## config.mk

```make
export PLATFORM = sky130hd
export DESIGN_NAME = stoch_to_bin
export DESIGN_NICKNAME = d
export VERILOG_FILES = /design/src/rtl/stoch_to_bin.sv
export SDC_FILE = /design/constraint.sdc
export NUM_CORES = 1
export LEC_CHECK = 0
export BUFFER_PORTS_ARGS = -buffer_cell sky130_fd_sc_hd__buf_2
export CORE_UTILIZATION = 55
export DETAILED_ROUTE_END_ITERATION = 8
export HOLD_SLACK_MARGIN = 0.1
export PLACE_DENSITY = 0.84
export SKIP_LAST_GASP = 1
export SLEW_MARGIN = 10
export SYNTH_ARGS = -nofsm -noshare
export SYNTH_HDL_FRONTEND = slang
export SYNTH_SLANG_ARGS = --single-unit
```

## constraint.sdc

```tcl
create_clock -name clk -period 3.4 [get_ports clk]
set_clock_uncertainty 0.05 [all_clocks]
set_input_delay 0.68 -clock clk [delete_from_list [all_inputs] [get_ports clk]]
set_output_delay 0.68 -clock clk [all_outputs]
set_load 0.01 [all_outputs]
```

## src/rtl/stoch_to_bin.sv

```systemverilog
// -----------------------------------------------------------------------------
// stoch_to_bin
//   Converts a unipolar stochastic bitstream to a binary value by counting the
//   ones over a window of N = 2^(k+1) clock cycles. The count is scaled to
//   WIDTH bits (count << (WIDTH-1-k)) and saturates to all-ones when every
//   sample in the window was 1. The result is held with a valid/ready
//   handshake. A new window may start in the same cycle the result is taken.
//
// Ports
//   clk        in   clock, rising edge
//   rst_n      in   asynchronous active-low reset
//   start      in   request a new conversion window (IDLE, or HOLD on handshake)
//   win_sel    in   window exponent k, latched on the start edge
//   clr        in   synchronous abort to IDLE (highest priority)
//   bit_in     in   stochastic bitstream sampled during ACCUM
//   out_ready  in   downstream accepts value
//   value      out  converted binary result
//   out_valid  out  value is valid and held
//   busy       out  high while a window is accumulating
// -----------------------------------------------------------------------------
module stoch_to_bin #(
  parameter int WIDTH = 8,
  parameter int SEL_W = $clog2(WIDTH)
) (
  input  logic             clk,
  input  logic             rst_n,
  input  logic             start,
  input  logic [SEL_W-1:0] win_sel,
  input  logic             clr,
  input  logic             bit_in,
  input  logic             out_ready,
  output logic [WIDTH-1:0] value,
  output logic             out_valid,
  output logic             busy
);

  typedef enum logic [1:0] {
    S_IDLE  = 2'd0,
    S_ACCUM = 2'd1,
    S_HOLD  = 2'd2
  } state_t;

  state_t           state_q, state_d;
  logic [SEL_W-1:0] k_q, k_d;
  logic [WIDTH:0]   cnt_q, cnt_d;
  logic [WIDTH:0]   cyc_q, cyc_d;
  logic [WIDTH-1:0] value_q, value_d;

  logic             hs;
  logic             load;
  logic             last_samp;
  logic [WIDTH:0]   cnt_inc;

  // Window length N = 2^(k+1); needs WIDTH+1 bits when k = WIDTH-1.
  function automatic logic [WIDTH:0] win_len(input logic [SEL_W-1:0] k);
    logic [WIDTH:0] one_w;
    one_w   = (WIDTH+1)'(1);
    win_len = (one_w << k) << 1;
  endfunction

  function automatic logic [SEL_W-1:0] clamp_k(input logic [SEL_W-1:0] ws);
    if ({1'b0, ws} >= (SEL_W+1)'(WIDTH)) clamp_k = SEL_W'(WIDTH-1);
    else                                 clamp_k = ws;
  endfunction

  // Scale count to WIDTH bits; an all-ones window would equal 2^WIDTH, so
  // it saturates. Any other count stays below 2^WIDTH after the shift.
  function automatic logic [WIDTH-1:0] sat_scale(input logic [WIDTH:0]   cnt,
                                                 input logic [SEL_W-1:0] k);
    logic [SEL_W-1:0] shamt;
    shamt = SEL_W'(WIDTH-1) - k;
    if (cnt == win_len(k)) sat_scale = {WIDTH{1'b1}};
    else                   sat_scale = WIDTH'(cnt << shamt);
  endfunction

  assign hs        = (state_q == S_HOLD) && out_ready;
  assign load      = start && ((state_q == S_IDLE) || hs);
  assign last_samp = (cyc_q == (win_len(k_q) - (WIDTH+1)'(1)));
  assign cnt_inc   = cnt_q + {{WIDTH{1'b0}}, bit_in};

  // State register
  always_ff @(posedge clk or negedge rst_n) begin
    if (!rst_n) state_q <= S_IDLE;
    else        state_q <= state_d;
  end

  // Next-state logic; clr overrides start and the handshake
  always_comb begin
    state_d = state_q;
    case (state_q)
      S_IDLE:  if (start) state_d = S_ACCUM;
      S_ACCUM: if (last_samp) state_d = S_HOLD;
      S_HOLD:  if (hs) state_d = start ? S_ACCUM : S_IDLE;
      default: state_d = S_IDLE;
    endcase
    if (clr) state_d = S_IDLE;
  end

  // Outputs
  always_comb begin
    busy      = (state_q == S_ACCUM);
    out_valid = (state_q == S_HOLD);
    value     = value_q;
  end

  // Datapath next-state
  always_comb begin
    k_d     = k_q;
    cnt_d   = cnt_q;
    cyc_d   = cyc_q;
    value_d = value_q;
    if (clr) begin
      cnt_d = '0;
      cyc_d = '0;
    end else if (load) begin
      k_d   = clamp_k(win_sel);
      cnt_d = '0;
      cyc_d = '0;
    end else if (state_q == S_ACCUM) begin
      cnt_d = cnt_inc;
      cyc_d = cyc_q + (WIDTH+1)'(1);
      if (last_samp) value_d = sat_scale(cnt_inc, k_q);
    end
  end

  always_ff @(posedge clk or negedge rst_n) begin
    if (!rst_n) begin
      k_q     <= '0;
      cnt_q   <= '0;
      cyc_q   <= '0;
      value_q <= '0;
    end else begin
      k_q     <= k_d;
      cnt_q   <= cnt_d;
      cyc_q   <= cyc_d;
      value_q <= value_d;
    end
  end

endmodule
```

==> results.tsv <==
metric	value	unit
Mapped Cells	255	
final setup fails	0	
Synth warnings	0	
fmax	0.339	GHz
post_cts resized	0	
TNS Setup	0	ns
Data required, critical path	3.57	ns
final-stage net count	279	
Area Overhead vs Synth	7.62	%
startpoint type of the worst setup path	register	
Final Util	62.2	%
Synth cell types	44	
full die area	0.00413	mm2
CTS Hold Bufs	0	
worst vdd rail ir drop	0.000253	V
dpl cells	307	
Final ANT Viol Nets	0	
final hold violation count	0	
CP Data Arrival Time	3.12	ns
vias post-DR	1828	
Cell Area, Synth	0.00213	mm2
drt drc	0	
RSZ-0062 raised after global routing	false	
max incr delay on CP	0.65	ns
Setup Buffers After CTS	0	
Detailed Route Iter0 Violations	135	
Final Routed Wirelength	4.35	mm
Reg clk slew, reported paths	0.06	ns
vias per cell	5.84	
Syn Nets	268	
Synth area leader	dfrtp_1	
Synth area leaders	dfrtp_1 (36%), o21ai_0 (7.7%), nand2_1 (6.0%)	
Yosys reg bits	31	
most frequent cells in the layout	nand2_1 (34), o21ai_0 (33), dfrtp_1 (31)	
final slew viol count	0	
GR Overflow Total	0	
layout cells sized above 1	17.4	%
Final GP Congestion	0.871	
status	completed	
worst-path fanout max	11	
worst slew pin tran	0.676	ns
core area	0.00369	mm2
Die Wd	64.3	um
max_slew headroom	54.9	%
CP Depth	10	
WP buf/inv	2	
largest net degree at the start of global routing	32	
CTS Sinks	31	
Mean Syn Cell Area	8.37	um2
critical path class	register to register	
leakage	1.06	nW
Synth top area share	36.4	%
total global-route track usage	24.5	%
post-synthesis sequential area ratio	36.4	%
Die Y	64.3	um
vias in the first global route	1732	
Setup crit end kind	register	
Cell Pwr Density	408	mW/mm2
hold crit path type	input pin to async pin	
HPWL after DPL	3.07	mm
Crit path max-delay family	simple AND/OR/NAND/NOR gates	
Non-Filler Instances	313	
number of I/O port buffers	18	
H-tree depth	2	
Clk Latency, worst-skew pair	0.29	ns
row count	22	
WL per Instance	13.9	um
Initial Util	57.8	%
reg2reg path depth	10	
critical path's slowest cell	or4_4	
period utilisation layout	86.7	%
first-pass GRT wire length	7.80	mm
post-route minimum period	2.95	ns
Detailed Routing Iterations Pass 1	4	
Max-Cap Viols	0	
CTS tree	built	
Ant. Diodes	0	
initial antenna violation count	0	
Root Buffer	clkbuf_8	
Num CTS Buffers	5	
critical path, cell by cell	inv_2, nor3_1, inv_1, ha_1, o21a_1, o2bb2ai_1, o22ai_1, or4_1, or4_4, nand3_2	
commonest non-fill, non-tap cell in the layout	nand2_1	
Bufs on Longest Clock Path	2	
io pins	19	
## sequential cells by signal, indices dropped and copies added (netlist names)
name,cells
cyc_q,9
cnt_q,9
state_q,2
value,8
k_q,3
## worst register-to-register path, stage by stage (launching register included)
cell	delay, ns
dfrtp_1	0.37
inv_2	0.11
nor3_1	0.25
inv_1	0.08
ha_1	0.26
o21a_1	0.21
o2bb2ai_1	0.13
o22ai_1	0.10
or4_1	0.56
or4_4	0.65
nand3_2	0.12
## report_power, final
group	switching, mW	leakage [nW]	internal, mW
registers	0.0129	0.424	0.382
logic	0.167	0.598	0.112
clock network	0.126	0.0371	0.136
## worst paths after layout
kind,slack [ns],endpoint,start
min in group clk,0.44,value[2],value[2]
hold reg to reg,0.44,value[2],value[2]
hold / removal,0.38,state_q[1],rst_n
setup / recovery,0.45,value[6],k_q[0]
max in group asynchronous,2.49,cnt_q[3],rst_n
setup reg to reg,0.45,value[6],k_q[0]
## final cells by class
type | count | area (um2)
Tap cell | 48 | 60.1
Fill cell | 323 | 1390
Multi-Input combinational cell | 201 | 1240
Clock buffer | 6 | 72.6
Inverter | 2 | 7.51
Timing Repair Buffer | 25 | 143
Sequential cell | 31 | 776
## synthesized netlist by cell type (all sizes together)
cell type	number
nor2	24
nand2	34
a21oi	9
a31oi	2
and2b	1
or3	4
a211oi	2
dfrtp	31
clkbuf	12
nor2b	4
o21a	1
nand4b	1
o311ai	2
nor3	3
o2bb2ai	1
nand3	11
o2111ai	1
mux2i	4
ha	4
and3	8
inv	2
xor2	6
o21ai	33
mux2	4
buf	9
or4	2
o22ai	5
o221ai	1
a41oi	1
xnor2	10
nand2b	6
o31ai	3
nand4	2
or4b	1
a22o	3
and2	1
o211ai	7
## layer usage
metal / global-route usage (%) / vias to the layer above / routed length [um]
met5: 0 / - / 0
met1: 32.3 / 844 / 2070
met4: 8.61 / 0 / 51
met2: 37.5 / 52 / 1950
li1: - / 927 / -
met3: 7.86 / 5 / 280
## cell families after synthesis
kind of cell,share of synthesized area [%]
AO/OA/AOI/OAI,21.3
XOR/XNOR,6.57
AND/OR/NAND/NOR,23.8
multiplexers,3.99
flip-flops,36.4
adder cells (fa/ha/maj),2.35
buffers and inverters,5.63
## metrics by stage
stage / hold slack, ns / total power, mW / setup slack [ns] / instance area [um2]
global placement: 0.411 / 0.672 / 0.371 / 2220
detailed placement: 0.430 / 0.675 / 0.253 / 2220
CTS: 0.401 / 0.937 / 0.448 / 2300
global route: 0.450 / 0.992 / 0.242 / 2300
floorplan: 0.334 / 0.626 / 0.257 / 2130
finish: 0.380 / 0.937 / 0.453 / 2300
Power figures use the tool's default switching activity.
